File: config.mk
export PLATFORM = sky130hd
export DESIGN_NAME = if_pc_queue
export DESIGN_NICKNAME = d
export VERILOG_FILES = /design/src/rtl/if_pc_queue.sv
export SDC_FILE = /design/constraint.sdc
export NUM_CORES = 1
export LEC_CHECK = 0
export ABC_AREA = 1
export ABC_CLOCK_PERIOD_IN_PS = 5900
export BUFFER_PORTS_ARGS = -buffer_cell sky130_fd_sc_hd__buf_2
export CAP_MARGIN = 40
export CORE_UTILIZATION = 48
export DETAILED_ROUTE_END_ITERATION = 7
export HOLD_SLACK_MARGIN = 0.12
export PLACE_DENSITY = 0.79
export REMOVE_ABC_BUFFERS = 1
export SLEW_MARGIN = 25
export SYNTH_ARGS = -nofsm -noshare
export SYNTH_HDL_FRONTEND = slang
export SYNTH_SLANG_ARGS = --single-unit
File: constraint.sdc
create_clock -name clk -period 5.9 [get_ports clk]
set_input_delay 0.885 -clock clk [delete_from_list [all_inputs] [get_ports clk]]
set_output_delay 0.885 -clock clk [all_outputs]
set_load 0.1 [all_outputs]
File: src/rtl/if_pc_queue.sv
// if_pc_queue
// In-order queue of outstanding instruction-fetch PCs between the fetch address stage and decode.
// Each returning instruction is paired with the PC that requested it. Memory latency may span
// several cycles with several fetches outstanding. On a flush the queued entries are dropped.
// Responses already in flight for those stale requests are counted and silently discarded.
//
// Ports:
//   clk, rst      clock; synchronous active-high reset
//   req_fire_i    fetch request accepted by memory this cycle, with its PC on req_pc_i
//   req_ready_o   queue can take a new request (live + discard-pending < DEPTH)
//   resp_valid_i  memory returns one instruction on resp_inst_i, strictly in request order
//   flush_i       branch taken / pipeline flush (priority over push, response and pop)
//   stall_i       decode cannot accept this cycle; head is held
//   out_valid_o   out_pc_o / out_inst_o carry the head pair (both zero when not valid)
//   count_o       live entries in the queue
//
// Configuration:
//   IF_PCQ_BYPASS_EN  When defined, a response for the head entry is forwarded to the outputs in
//                     the same cycle (zero response-to-output latency). When undefined, the
//                     outputs come only from registered done bits (one-cycle latency).

module if_pc_queue #(
    parameter int unsigned ADDR_WIDTH = 32,
    parameter int unsigned INST_WIDTH = 32,
    parameter int unsigned DEPTH      = 4
) (
    input  logic                     clk,
    input  logic                     rst,
    input  logic                     req_fire_i,
    input  logic [ADDR_WIDTH-1:0]    req_pc_i,
    output logic                     req_ready_o,
    input  logic                     resp_valid_i,
    input  logic [INST_WIDTH-1:0]    resp_inst_i,
    input  logic                     flush_i,
    input  logic                     stall_i,
    output logic                     out_valid_o,
    output logic [ADDR_WIDTH-1:0]    out_pc_o,
    output logic [INST_WIDTH-1:0]    out_inst_o,
    output logic [$clog2(DEPTH):0]   count_o
);

    localparam int unsigned IW = $clog2(DEPTH);
    localparam int unsigned PW = IW + 1;

    // Pointers carry one extra wrap bit so full and empty are distinguishable.
    logic [PW-1:0]         head_q, resp_ptr_q, tail_q;
    logic [PW-1:0]         discard_q;
    logic [ADDR_WIDTH-1:0] pc_q   [DEPTH];
    logic [INST_WIDTH-1:0] inst_q [DEPTH];
    logic [DEPTH-1:0]      done_q, done_d;

    logic [IW-1:0] head_idx, resp_idx, tail_idx;
    logic [PW-1:0] count, pending;
    logic [PW:0]   occupancy;
    logic [PW:0]   discard_flush;
    logic          resp_take, resp_drop;
    logic          head_done, bypass, out_valid, pop;

    assign head_idx = head_q[IW-1:0];
    assign resp_idx = resp_ptr_q[IW-1:0];
    assign tail_idx = tail_q[IW-1:0];

    assign count   = tail_q - head_q;
    assign pending = tail_q - resp_ptr_q;

    assign occupancy   = {1'b0, count} + {1'b0, discard_q};
    assign req_ready_o = occupancy < (PW + 1)'(DEPTH);

    // Stale responses are consumed first; only a clean response writes an entry.
    assign resp_drop = resp_valid_i && (discard_q != '0);
    assign resp_take = resp_valid_i && (discard_q == '0) && !flush_i;

    assign head_done = done_q[head_idx] && (count != '0);

`ifdef IF_PCQ_BYPASS_EN
    // resp_ptr == head means the head is still waiting, so this response belongs to it.
    assign bypass = resp_take && (resp_ptr_q == head_q) && (count != '0);
`else
    assign bypass = 1'b0;
`endif

    assign out_valid = !flush_i && (head_done || bypass);
    assign pop       = out_valid && !stall_i;

    assign out_valid_o = out_valid;
    assign out_pc_o    = out_valid ? pc_q[head_idx] : '0;
    assign out_inst_o  = !out_valid ? '0 : (bypass ? resp_inst_i : inst_q[head_idx]);
    assign count_o     = count;

    // A flush turns every still-pending request into a discard slot. A same-cycle response
    // retires the oldest in-flight slot, and a same-cycle fire is already stale.
    assign discard_flush = {1'b0, discard_q} + {1'b0, pending} + (PW + 1)'(req_fire_i)
                         - (PW + 1)'(resp_valid_i);

    always_comb begin
        done_d = done_q;
        // A bypassed and immediately popped entry never needs its done bit.
        if (resp_take && !(bypass && pop)) begin
            done_d[resp_idx] = 1'b1;
        end
        if (pop) begin
            done_d[head_idx] = 1'b0;
        end
    end

    always_ff @(posedge clk) begin
        if (rst) begin
            head_q     <= '0;
            resp_ptr_q <= '0;
            tail_q     <= '0;
            discard_q  <= '0;
            done_q     <= '0;
        end else if (flush_i) begin
            head_q     <= tail_q;
            resp_ptr_q <= tail_q;
            done_q     <= '0;
            discard_q  <= discard_flush[PW-1:0];
        end else begin
            if (req_fire_i) begin
                tail_q <= tail_q + 1'b1;
            end
            if (resp_drop) begin
                discard_q <= discard_q - 1'b1;
            end
            if (resp_take) begin
                resp_ptr_q <= resp_ptr_q + 1'b1;
            end
            if (pop) begin
                head_q <= head_q + 1'b1;
            end
            done_q <= done_d;
        end
    end

    // Payload storage needs no reset; validity lives in the pointers and done bits.
    always_ff @(posedge clk) begin
        if (req_fire_i && !flush_i) begin
            pc_q[tail_idx] <= req_pc_i;
        end
        if (resp_take) begin
            inst_q[resp_idx] <= resp_inst_i;
        end
    end

    // Memory must only fire when there is room, and must only respond to outstanding requests.
    a_fire_when_ready : assert property (@(posedge clk) disable iff (rst)
        req_fire_i |-> req_ready_o);
    a_resp_outstanding : assert property (@(posedge clk) disable iff (rst)
        resp_valid_i |-> ((discard_q != '0) || (pending != '0)));

endmodule

[After elaboration in Yosys (flattened, before gate mapping)]
Memories as Yosys holds them, arrays and structs flattened. A register that Yosys moved wholly into a read port is not among the register bits.
Cells that the tools add are included.
Storage, ports and cells
  register bits after elaboration: 16
  memory bits (writable): 256
  bits of input ports: 70
  output and inout port bits: 69
  word-level logic and storage cells: 69
  memories: 2
Memories
  inst_q: depth 4, bits a word 32, rd ports 1, clocked after memory_dff 1, wr ports 1, line 49  | logic [INST_WIDTH-1:0] inst_q [DEPTH];
  pc_q: depth 4, bits a word 32, rd ports 1, clocked after memory_dff 1, wr ports 1, line 48  | logic [ADDR_WIDTH-1:0] pc_q [DEPTH];
Cells by class
  add/subtract/negate cells: 10
  magnitude comparators: 5
  mux-type cells: 24
  bitwise logic cells: 4
  reductions and logical operators: 19
Operators by type and width (count)
  $mux W32: 2
  $mux W3: 6
  $add A3 B1 Y3 const B: 3
  $logic_and A1 B1 Y1: 9
  $mux W2: 4
  $mux W4: 2
  $mux W1: 7
  $lt A2 B3 Y1 const B: 2
  $reduce_bool A2 Y1: 3
  $reduce_bool A3 Y1: 2
  $sub A3 B3 Y3: 2
  $add A3 B3 Y4: 1
  $and A4 B4 Y4: 1
  $demux W1 S2: 2
  $ge A2 B1 Y1 const B: 2
  $lt A4 B3 Y1 const B: 1
  $not A4 Y4: 1
  $or A4 B4 Y4: 1
  $add A3 B1 Y3: 1
  $add A3 B3 Y3: 1
  $logic_not A3 Y1: 1
  $sub A3 B1 Y3: 1
  $sub A3 B1 Y3 const B: 1
  $bmux W1 S2: 1
  other kinds (4): 5

[Logic depth before layout (Yosys ltp)]
  word-level depth: 9
  gate-level depth with buffers: 14
  depth with buffers taken out: 14

[Worst setup path after synthesis]
No wires, ideal clock.
  path kind: flip-flop to output port
  from: register tail_q[0]
  to: output port req_ready_o
  arrival time: 7031 ps
  required time: 5015 ps
  path slack: -2016 ps
  stages on the path, launching flop included: 11
  buffers on the path: 0
  path through: dfxtp_1 > inv_1 > ha_1 > inv_1 > fa_1 > inv_1 > nand2_1 > nand3_1 > nand2_1 > ha_1 > a2111oi_0
On the way
  longest elaborated chain between the ends: 3
RTL lines
  start, declared: line 46  | logic [PW-1:0] head_q, resp_ptr_q, tail_q;
  start signal, assigned: line 120  | tail_q <= tail_q + 1'b1;
  $sub A3 B3 Y3: line 63  | assign count = tail_q - head_q;
  named net count_o[2]: line 39  | output logic [$clog2(DEPTH):0] count_o
  $add A3 B3 Y4: line 66  | assign occupancy = {1'b0, count} + {1'b0, discard_q};
  $lt A4 B3 Y1: line 67  | assign req_ready_o = occupancy < (PW + 1)'(DEPTH);
  end, declared: line 31  | output logic req_ready_o,
The timed path passes the listed nets, and every way through them passes these cells.

[Worst setup path after layout]
  from: register tail_q[0]
  to: output port out_pc_o[12]
On the way
  longest elaborated chain between the ends: 5
RTL lines
  $sub A3 B3 Y3: line 63
  $reduce_bool A3 Y1: line 73  | assign head_done = done_q[head_idx] && (count != '0);
  $logic_and A1 B1 Y1: line 73
  $logic_and A1 B1 Y1: line 82  | assign out_valid = !flush_i && (head_done || bypass);
  $mux W32: line 86  | assign out_pc_o = out_valid ? pc_q[head_idx] : '0;
  end, declared: line 37  | output logic [ADDR_WIDTH-1:0] out_pc_o,
No other way between the ends.

==> out/qor_table.md <==
| Stage | Quantity | Reported |
|---|---|---|
| status | Status | finished clean |
| clock tree | Sinks on Clock Net | 274 |
| sta | Worst-Margin Slew | 0.8611 ns |
| route | Routed wire length | 23850 um |
| clock tree | Number of buffers created by CTS | 27 |
| clock tree | Number of instances resized during post-cts repair | 0 |
| route | Number of violations reported at the end of detailed-routing iteration 0 | 533 |
| route | Number of remaining DRC errors | 0 |
| synth | Ranking of synthesized cells by area | sky130_fd_sc_hd__edfxtp_1 (67%), sky130_fd_sc_hd__nor2_1 (8.9%), sky130_fd_sc_hd__o21ai_0 (6.1%) |
| worst hold path | Hold Path Depth | 2 |
| synth | Xor and xnor area share after synthesis | 0.003837 |
| synth | Distinct cells, synth | 26 |
| critical path | Worst setup EP type | primary output |
| clock tree | H-tree depth reported by CTS | 1 |
| sta | Fraction of the cycle the final worst path needs | 0.7661 |
| pwr | Peak supply drop | 226.6 uV |
| sta | Relative slew slack | 0.4259 |
| final layout | Layout area overhead | 17.65% |
| floorplan | Row Count | 56 |
| synth | Compound-Gate Fraction of Synth Area | 0.1157 |
| flow run | Count of maximum capacitance violations | 0 |
| sta | RSZ-0062 raised after global routing | false |
| grt | Remaining Overflow, GRT | 0 |
| clock tree | TritonCTS clock tree | built |
| clock tree | Post-CTS setup-driven buffer insertion count | 0 |
| critical path | Maximum fanout along the worst path | 40 |
| synth | Fraction of the mapped netlist area in adder cells | 0.02916 |
| critical path | Element type at the critical path start | flop |
| floorplan | Die area | 24400 um^2 |
| route | Vias per Instance | 5.189 |
| sta | Worst setup skew after layout | 0.005874 ns |
| worst hold path | Min-Delay Path Class | flop to flop |
| placed design | Placement Cell Area | 12560 um^2 |
| synth | Synth warn | 0 |
| synth | Number of synthesized register bits | 274 |
| critical path | Arrival time of the worst setup path | 3.64 ns |
| sta | Final hold violations | 0 |
| critical path | Critical path class | flop to primary output |
| grt | Global-route wire length before repair | 37140 um |
| final layout | NumNets Final | 1166 |
| sta | Worst hold margin | 0.5182 ns |
| sta | Tmin final | 4.520 ns |
| route | Remaining antenna violation count after routing | 0 |
| floorplan | Effective utilization at floorplan | 0.4877 |
| final layout | Filler Cells Inserted | 1876 |
| critical path | Data required time at the worst endpoint | 5.02 ns |
| synth | Area fraction of the dominant cell type after synthesis | 0.6735 |
| sta | Setup Total Neg Slack | 0 ns |
| pwr | Leakage power | 4.931 nW |
| synth | Syn Inst Count | 943 |
| pwr | Power density over cell area | 333.6 nW/um^2 |
| sta | Final Worst Setup Slack | 1.380 ns |
| placed design | Setup WS pre-CTS | 1.934 ns |
| floorplan | Number of top-level pins | 139 |
| final layout | Share of cells above drive strength 1 | 0.2319 |
| placed design | RD Place Congestion | 0.8749 |
| sta | Timing-limited maximum frequency | 0.2212 GHz |
| grt | Antenna violations before repair | 2 |
| synth | Dominant combinational cell family by area after synthesis | compound AO/OA/AOI/OAI gates |
| route | Length of the first detailed-routing pass in iterations | 5 |
| synth | Cell type contributing the most total cell area after synthesis | sky130_fd_sc_hd__edfxtp_1 |
| synth | Simple-gate share of the synthesized area | 0.1081 |
| sta | Total of endpoints with negative setup slack in the final report | 0 |
| synth | Post-synthesis instance area | 11410 um^2 |
| clock tree | Maximum root-to-sink buffer count | 3 |
| placed design | DP HPWL | 14410 um |
| route | Via count | 7322 |
| synth | Sequential fraction of the synthesis area | 0.7051 |
| grt | Number of global-route vias before repair | 7196 |
| critical path | FF-to-FF path depth | 12 |
| floorplan | Standard cell core area | 23400 um^2 |
| clock tree | Clk Tree Root Cell | sky130_fd_sc_hd__clkbuf_16 |
| synth | Proportion of synthesized area in mux cells | 0 |
| floorplan | Horiz. Die Dim | 156.2 um |
| final layout | Post-route standard cell area excluding fillers | 13430 um^2 |
| grt | Maximum number of pins on one net before global-route repair | 71 |
| sta | Pins Over Slew Limit | 0 |
| clock tree | Clock latency on the worst-skew pair | 0.52 ns |
| synth | Post-synthesis average cell area | 12.10 um^2 |
| route | Routed len/inst | 16.90 um |
| clock tree | Quantity of hold-fixing buffers added after cts | 0 |
| grt | Total Routing Usage GR | 0.1967 |
| floorplan | DIE HEIGHT | 156.2 um |
| placed design | Count of buffers inserted at the top-level ports | 138 |
| clock tree | Reg clk slew, reported paths | 0.06 ns |
layout by cell type (no fill, tap or decap), types with 2 or more instances in the layout:
cell	count
sky130_fd_sc_hd__clkinv_1	7
sky130_fd_sc_hd__clkbuf_16	27
sky130_fd_sc_hd__o21ai_1	3
sky130_fd_sc_hd__dfxtp_1	16
sky130_fd_sc_hd__o21ai_0	139
sky130_fd_sc_hd__a21oi_2	49
sky130_fd_sc_hd__ha_1	17
sky130_fd_sc_hd__xor2_1	2
sky130_fd_sc_hd__nand2_1	33
sky130_fd_sc_hd__xnor2_1	3
sky130_fd_sc_hd__edfxtp_1	256
sky130_fd_sc_hd__nor2_1	262
sky130_fd_sc_hd__fa_1	6
sky130_fd_sc_hd__bufinv_16	4
sky130_fd_sc_hd__buf_4	7
sky130_fd_sc_hd__buf_16	6
sky130_fd_sc_hd__clkinv_2	4
sky130_fd_sc_hd__nand3_1	11
sky130_fd_sc_hd__buf_2	138
sky130_fd_sc_hd__a31oi_1	2
sky130_fd_sc_hd__inv_1	44
sky130_fd_sc_hd__nor2_4	8
sky130_fd_sc_hd__inv_2	2
sky130_fd_sc_hd__clkbuf_1	4
sky130_fd_sc_hd__a21oi_1	29
cells in the mapped netlist:
library cell	number
sky130_fd_sc_hd__a31oi_1	2
sky130_fd_sc_hd__buf_2	18
sky130_fd_sc_hd__xnor2_1	3
sky130_fd_sc_hd__edfxtp_1	256
sky130_fd_sc_hd__a21oi_1	29
sky130_fd_sc_hd__dfxtp_1	18
sky130_fd_sc_hd__nand4_4	1
sky130_fd_sc_hd__o21bai_1	1
sky130_fd_sc_hd__o22ai_1	1
sky130_fd_sc_hd__inv_2	3
sky130_fd_sc_hd__ha_1	17
sky130_fd_sc_hd__xor2_1	2
sky130_fd_sc_hd__buf_1	11
sky130_fd_sc_hd__o21ai_0	139
sky130_fd_sc_hd__fa_1	6
sky130_fd_sc_hd__a2111oi_0	1
sky130_fd_sc_hd__nand4_1	1
sky130_fd_sc_hd__nand3_1	11
sky130_fd_sc_hd__clkbuf_1	16
sky130_fd_sc_hd__nor2_1	270
sky130_fd_sc_hd__nand3_2	1
sky130_fd_sc_hd__buf_6	6
sky130_fd_sc_hd__inv_1	44
sky130_fd_sc_hd__o21ai_1	3
sky130_fd_sc_hd__a21oi_2	49
sky130_fd_sc_hd__nand2_1	34
final timing paths:
path | start | end | slack, ns
worst max-delay path | tail_q[0] | out_pc_o[12] | 1.38
worst min-delay path | resp_ptr_q[1] | resp_ptr_q[1] | 0.52
worst max register to register | resp_ptr_q[0] | discard_q[2] | 2.97
worst min register to register | resp_ptr_q[1] | resp_ptr_q[1] | 0.52
cell type report:
type / count / area (um^2) / area share
diodes: 1 / 2.502 / 0.0001864
clock buffers: 31 / 690.7 / 0.05143
clock inverters: 16 / 178.9 / 0.01332
inverters: 47 / 177.7 / 0.01323
multi-input cells: 571 / 2998 / 0.2233
flip-flops and latches: 274 / 8053 / 0.5997
well taps: 319 / 399.1 / 0.02972
repair buffers: 152 / 928.4 / 0.06914
through the flow:
stage	instances	power, mW	utilization
finish	1411	4.480	0.5738
global route	1411	4.641	0.5738
CTS	1410	4.507	0.5737
detailed placement	1363	2.826	0.5365
global placement	1356	2.801	0.5286
floorplan	892	2.661	-
worst max-delay path, stage by stage, from the launching register on:
cell and delay (ns):
sky130_fd_sc_hd__dfxtp_1 0.33, sky130_fd_sc_hd__inv_1 0.20, sky130_fd_sc_hd__ha_1 0.18, sky130_fd_sc_hd__inv_1 0.05, sky130_fd_sc_hd__fa_1 0.38, sky130_fd_sc_hd__inv_1 0.06
sky130_fd_sc_hd__nand2_1 0.06, sky130_fd_sc_hd__nand2_1 0.07, sky130_fd_sc_hd__nand2_1 0.06, sky130_fd_sc_hd__nand3_1 0.17, sky130_fd_sc_hd__nand2_4 0.42, sky130_fd_sc_hd__buf_4 0.45
sky130_fd_sc_hd__a21oi_1 0.19, sky130_fd_sc_hd__buf_2 0.45
sequential cells by signal, indices dropped and copies added (netlist names), named ones only:
register / count
tail_q: 3
resp_ptr_q: 3
head_q: 3
done_q: 4
pc_q: 128
inst_q: 128
discard_q: 3
layer usage:
metal	routed length (um)	global-route usage	vias up	share of wire
met5	12	0	-	0.00050
met4	699	0.07796	2	0.029
met3	1319	0.03056	53	0.055
met2	11840	0.3352	227	0.50
met1	9978	0.2525	3492	0.42
li1	-	-	3548	-
power by group:
part	switching [mW]	total [mW]	internal [mW]
sequential	0.0324	2.21	2.18
clock	0.688	1.70	1.01
combinational	0.432	0.570	0.139
cells by family (layout without fill, tap and decap cells):
family / count (synthesis) / count (layout)
other: 0 / 1
AO/OA/AOI/OAI: 225 / 225
buffers and inverters: 98 / 246
adder cells (fa/ha/maj): 23 / 23
XOR/XNOR: 5 / 5
flip-flops: 274 / 274
AND/OR/NAND/NOR: 318 / 318
(Power assumes the default switching activity.)
